`src/rtl/fir_pkg.sv`:
```
// Shared definitions for the FIR sample buffer and the downstream FIR filter.
// Holds the default memory geometry and the buffer FSM state encoding so both
// blocks agree on widths and can decode the exposed state.
package fir_pkg;

    localparam int ADDR_W_DEF = 7;   // sample-memory address width
    localparam int DATA_W_DEF = 16;  // sample / result width
    localparam int TAPS_DEF   = 32;  // filter window length

    typedef enum logic [1:0] {
        IDLE  = 2'd0,   // accepting samples
        START = 2'd1,   // one-cycle launch of the FIR
        RUN   = 2'd2,   // FIR is walking the window
        OUT   = 2'd3    // holding the filtered sample for downstream
    } fir_state_t;

endpackage

```
`src/rtl/fir_sample_buffer_sample_ram.sv`:
```
// sample_ram: 2^ADDR_W x DATA_W storage with one write port and one
// synchronous read port. No reset: contents survive a block reset.
//
// Ports:
//   clk      rising-edge clock
//   wr_en    write strobe
//   wr_addr  write address
//   wr_data  write data
//   rd_addr  read address, sampled every cycle
//   rd_data  mem[rd_addr] registered one cycle after rd_addr is applied
module sample_ram #(
    parameter int ADDR_W = 7,
    parameter int DATA_W = 16
) (
    input  logic              clk,
    input  logic              wr_en,
    input  logic [ADDR_W-1:0] wr_addr,
    input  logic [DATA_W-1:0] wr_data,
    input  logic [ADDR_W-1:0] rd_addr,
    output logic [DATA_W-1:0] rd_data
);

    logic [DATA_W-1:0] mem [2**ADDR_W];

    always_ff @(posedge clk) begin
        if (wr_en) begin
            mem[wr_addr] <= wr_data;
        end
        rd_data <= mem[rd_addr];
    end

endmodule

```
`src/rtl/fir_sample_buffer.sv`:
```
// fir_sample_buffer: circular audio sample store feeding a downstream FIR.
// Samples are accepted in IDLE and written at the write pointer. Once TAPS
// samples have been collected, every accepted sample opens a window of the
// last TAPS addresses, pulses fir_start, waits for fir_done and presents the
// FIR result downstream.
//
// Handshakes: a transfer happens on a rising edge where valid and ready are
// both 1. A producer holds valid and its data stable until that edge; the
// consumer may raise or drop ready freely.
//
// Ports:
//   clk, reset          clock; asynchronous active-low reset
//   in_valid/in_ready   upstream sample handshake, in_sample data
//   fir_start           one-cycle FIR launch pulse
//   fir_start_addr      oldest sample address of the window
//   fir_last_addr       newest sample address of the window
//   fir_audio_addr      FIR read address; fir_audio_data is the registered read
//   fir_done/fir_result FIR completion and result
//   out_valid/out_ready downstream handshake, out_sample data
//   fsm_state           current FSM state, for observation
module fir_sample_buffer
    import fir_pkg::*;
#(
    parameter int ADDR_W = ADDR_W_DEF,
    parameter int DATA_W = DATA_W_DEF,
    parameter int TAPS   = TAPS_DEF
) (
    input  logic              clk,
    input  logic              reset,
    input  logic              in_valid,
    output logic              in_ready,
    input  logic [DATA_W-1:0] in_sample,
    output logic              fir_start,
    output logic [ADDR_W-1:0] fir_start_addr,
    output logic [ADDR_W-1:0] fir_last_addr,
    input  logic [ADDR_W-1:0] fir_audio_addr,
    output logic [DATA_W-1:0] fir_audio_data,
    input  logic              fir_done,
    input  logic [DATA_W-1:0] fir_result,
    output logic              out_valid,
    input  logic              out_ready,
    output logic [DATA_W-1:0] out_sample,
    output fir_state_t        fsm_state
);

    // Fill count needs one extra bit so TAPS = 2^ADDR_W is representable.
    localparam logic [ADDR_W:0]   TAPS_C = (ADDR_W+1)'(TAPS);
    localparam logic [ADDR_W-1:0] SPAN   = ADDR_W'(TAPS - 1);

    fir_state_t        state, next_state;
    logic [ADDR_W-1:0] wp;
    logic [ADDR_W:0]   fill;
    logic [ADDR_W:0]   fill_inc;
    logic              run_first;
    logic              accept;
    logic              window;
    logic              capture;
    logic [DATA_W-1:0] ram_q;

    assign fsm_state = state;

    // Saturating fill count including the sample being accepted now.
    assign fill_inc = (fill == TAPS_C) ? fill : fill + 1'b1;

    always_ff @(posedge clk or negedge reset) begin
        if (!reset) begin
            state <= IDLE;
        end else begin
            state <= next_state;
        end
    end

    always_comb begin
        next_state = state;
        in_ready   = 1'b0;
        fir_start  = 1'b0;
        out_valid  = 1'b0;
        accept     = 1'b0;
        window     = 1'b0;
        capture    = 1'b0;
        case (state)
            IDLE: begin
                // Gated by reset so in_ready is low while reset is held even
                // though the state register already sits in IDLE.
                in_ready = reset;
                accept   = in_valid & reset;
                if (accept && (fill_inc == TAPS_C)) begin
                    window     = 1'b1;
                    next_state = START;
                end
            end
            START: begin
                fir_start  = 1'b1;
                next_state = RUN;
            end
            RUN: begin
                // The first RUN cycle may still see fir_done from the
                // previous window; only trust it afterwards.
                if (!run_first && fir_done) begin
                    capture    = 1'b1;
                    next_state = OUT;
                end
            end
            OUT: begin
                out_valid = 1'b1;
                if (out_ready) begin
                    next_state = IDLE;
                end
            end
            default: next_state = IDLE;
        endcase
    end

    always_ff @(posedge clk or negedge reset) begin
        if (!reset) begin
            wp             <= '0;
            fill           <= '0;
            fir_start_addr <= '0;
            fir_last_addr  <= '0;
            out_sample     <= '0;
            run_first      <= 1'b0;
        end else begin
            if (accept) begin
                wp   <= wp + 1'b1;
                fill <= fill_inc;
            end
            if (window) begin
                fir_last_addr  <= wp;
                fir_start_addr <= wp - SPAN;
            end
            if (state == START) begin
                run_first <= 1'b1;
            end else if (state == RUN) begin
                run_first <= 1'b0;
            end
            if (capture) begin
                out_sample <= fir_result;
            end
        end
    end

    sample_ram #(
        .ADDR_W (ADDR_W),
        .DATA_W (DATA_W)
    ) u_ram (
        .clk     (clk),
        .wr_en   (accept),
        .wr_addr (wp),
        .wr_data (in_sample),
        .rd_addr (fir_audio_addr),
        .rd_data (ram_q)
    );

    // The RAM read register has no reset; force the visible read data to
    // zero while reset is held.
    assign fir_audio_data = reset ? ram_q : '0;

endmodule
```
`config.mk`:
```
export PLATFORM = sky130hd
export DESIGN_NAME = fir_sample_buffer
export DESIGN_NICKNAME = d
export VERILOG_FILES = /design/src/rtl/fir_pkg.sv /design/src/rtl/fir_sample_buffer_sample_ram.sv /design/src/rtl/fir_sample_buffer.sv
export SDC_FILE = /design/constraint.sdc
export NUM_CORES = 2
export LEC_CHECK = 0
export BUFFER_PORTS_ARGS = -buffer_cell sky130_fd_sc_hd__buf_2
export CORE_ASPECT_RATIO = 0.7
export CORE_UTILIZATION = 25
export DETAILED_ROUTE_END_ITERATION = 10
export PLACE_DENSITY_LB_ADDON = 0.08
export RECOVER_POWER = 25
export SLEW_MARGIN = 15
export SYNTH_ARGS = -nofsm -noshare
export SYNTH_HDL_FRONTEND = slang
export SYNTH_SLANG_ARGS = --single-unit
```
`constraint.sdc`:
```
create_clock -name clk -period 3.2 [get_ports clk]
set_clock_uncertainty 0.1 [all_clocks]
set_input_delay 0.16 -clock clk [delete_from_list [all_inputs] [get_ports clk]]
set_output_delay 0.16 -clock clk [all_outputs]
set_load 0.05 [all_outputs]
```
==> results_dict.tcl <==
set metrics [dict create \
    path_delay_family "buffers and inverters" \
    antenna_left 0 \
    tns_ps 0 \
    grt_pass1_wl_um 352000 \
    wl_um 257000 \
    io_pins 95 \
    peakVddDrop_mv 0.416 \
    num_vias 38970 \
    cts_root_buffer "clkbuf_16" \
    grt_pass1_vias 39448 \
    yosysSeqAreaShare 0.782 \
    clock_sinks 2112 \
    reg2regPathDepth 8 \
    setup_viol 0 \
    rsz0062_at_grt "no" \
    dieArea_um2 325000 \
    rr_startpoint "fill[0]" \
    vias_per_cell 4.50 \
    antenna_found_initial 30 \
    place_hpwl_um 158000 \
    maxClockFrequency_mhz 330 \
    worstPathArrival_ps 3490 \
    grt_max_degree 91 \
    clk_latency_ps 880 \
    end_kind "flop" \
    post-route-period-util 0.948 \
    drive_above_1_share 0.332 \
    crit_required_ps 3650 \
    post_synth.cell_area_avg_um2 22.3 \
    grt_overflow 0 \
    async_flop_share 0.0227 \
    synth_area_um2 80600 \
    synth_edf_count 2048 \
    drt_iter0_markers 3581 \
    core_area_um2 319000 \
    period_needed_ps 3030 \
    gp_congestion 0.716 \
    port_buffers 94 \
    r2r_end "fsm_state[1]" \
    whs_ps 122 \
    wl_per_cell_um 29.7 \
    cts_tree "done" \
    postSynthNetCount 3671 \
    worstSetupStartpoint "in_sample[13]" \
    synth_flop_cell "edfxtp_1" \
    fin_area_um2 97400 \
    crit_buf_inv 3 \
    finalHoldViolations 0 \
    power.total_mw 61.8 \
    criticalPathCategory "input port to flop" \
    cp.depth 3 \
    synthCells 3620 \
    startpoint_type "input port" \
    cp_max_fo 52 \
    htree_levels 4 \
    drc_errors 0 \
    yosys_warnings 0 \
    synthToLayoutAreaGrowth_pct 20.9 \
    crit_chain "dlygate4sd3_1 -> clkbuf_1 -> clkbuf_4" \
    cts.path.max_buffers 4 \
    cts_buffers 225 \
    die_x_um 681 \
    slowest_stage "clkbuf_1" \
    endpoint "u_ram.mem[16][13]" \
    tightest_slew_ps 2630 \
    yosysUniqueCellTypes 43 \
    cpPeakStageDelay_ps 1700 \
    utilization 0.305 \
    drtPass1Iterations 7 \
    drv_slew 1073 \
    violations "max-capacitance violations, max-slew violations" \
    rows 173 \
    path_clk_slew_ps 60 \
    grt.total_usage 0.156 \
    die_h_um 477 \
    ff2ff_setup_slack_ps 190 \
    fin_nets 4235 \
    nFillCells 30843 \
    leakagePower_nw 30.6 \
    powerDensity_nw_per_um2 634 \
    synth_seq_cells 2112 \
    hold_class "input port to async pin" \
    floorplan.initialDensity 0.253 \
    status "complete, but fails checks" \
    drv_cap 16 \
    max_slew_margin -0.754 \
    dpl-instance-area_um2 89900 \
]
-- cell usage after synthesis, types with 5 or more instances --
cell type  number  area, µm²
mux2_4          9        135
o211ai_1       32        240
dfxtp_1        16        320
a211oi_1       32        240
mux2_2         22        248
buf_1          40        150
inv_1           6       22.5
a22oi_1        16        120
nor4_1         19        119
o22ai_1        80        500
buf_2          59        295
edfxtp_1     2048      61500
o21ai_0        34        170
or2_2           7       43.8
dfrtp_1        48       1200
nand2_1        85        319
nor2_1        174        653
nor2b_1         8       50.1
xnor2_1        10       87.6
nand3_1        16       80.1
a21oi_1        17       85.1
mux4_2        512      11500
clkbuf_1      103        387
nand4_1        18        113
mux2i_1       129       1290
nand3b_1        5       37.5
a2111oi_0      16        140
and2_1         18        113
xor2_1         11       96.3
ha_1            7       87.6
-- repair_timing --
item,CTS,global route
buffers inserted,0,1
gates resized for setup,0,5
hold endpoints to repair,1989,0
endpoints found under the setup margin,0,14
hold buffers,58,0
-- sequential cells by signal, indices dropped and copies added, names as in the netlist --
signal / cells
u_ram.rd_data: 16
fsm_state: 2
fill: 8
out_sample: 16
fir_last_addr: 7
run_first: 1
u_ram.mem: 2048
fir_start_addr: 7
wp: 7
-- through the flow --
step,worst slack (ps),std cells
2_1_floorplan,14.0,3620
6_report,166,8658
3_3_place_gp,-149,8184
3_5_place_dp,-145,8185
4_1_cts,87.2,8646
5_1_grt,4.31,8648
-- routing by layer --
| layer | vias to the layer above | routed length, µm | track usage |
|---|---|---|---|
| met5 | - | 0 | 0 |
| met4 | 0 | 4320 | 0.0286 |
| met3 | 290 | 12900 | 0.0269 |
| met2 | 886 | 112000 | 0.229 |
| met1 | 21387 | 128000 | 0.242 |
| li1 | 16407 | - | - |
-- report_power, final --
part | internal [mW] | switching (mW) | total, mW
clock | 14.9 | 11.1 | 26.0
sequential | 30.6 | 0.282 | 30.9
combinational | 1.63 | 3.21 | 4.84
-- logic make-up after synthesis --
kind of cell,after synthesis,share of synthesized area
mux,672,0.164
xor+xnor,21,0.00228
flops,2112,0.782
fa+ha+maj,7,0.00109
simple gates,363,0.0203
buf+inv,211,0.0110
compound gates,234,0.0192
-- tightest hold or removal path: cells and delay by family --
kind / cells / cell delay (ps)
buffers and inverters: 3 / 1520
-- cell usage in the layout (no fill, tap or decap), drive strengths merged, types with 2 or more instances in the layout --
cell type	count
a2111oi	16
a211oi	32
a21o	2
a21oi	17
a22oi	16
a31oi	3
and2	18
buf	456
bufinv	23
clkbuf	317
clkinv	77
clkinvlp	7
dfrtp	48
dfxtp	16
diode	11
dlygate4sd3	58
edfxtp	2048
ha	7
inv	11
mux2	31
mux2i	129
mux4	512
nand2	85
nand3	16
nand3b	5
nand4	18
nor2	174
nor2b	8
nor3	3
nor4	19
o211ai	32
o21ai	34
o22ai	80
or2	7
or3	3
or3b	2
or4	3
xnor2	10
xor2	11
-- cell type report --
class                      count  area (µm²)  area share
sequential                  2112       63000       0.647
timing repair buffer         542        4850      0.0497
multi-input combinational   1297       17100       0.175
inverter                       6        22.5    0.000231
tap                         4287        5360      0.0550
clock inverter               112        1120      0.0115
antenna                       11        27.5    0.000282
clock buffer                 291        5980      0.0614
-- how the worst min path moves through the flow --
stage / end / slack (ps) / cells past startpoint
after floorplan: fill[0] / -240 / 0
after global placement: wp[4] / -110 / 1
after detailed placement: wp[4] / -110 / 1
after CTS: fir_last_addr[5] / 80 / 3
after global routing: fir_last_addr[5] / 150 / 3
final: fsm_state[1] / 120 / 3
(Power assumes the default switching activity.)
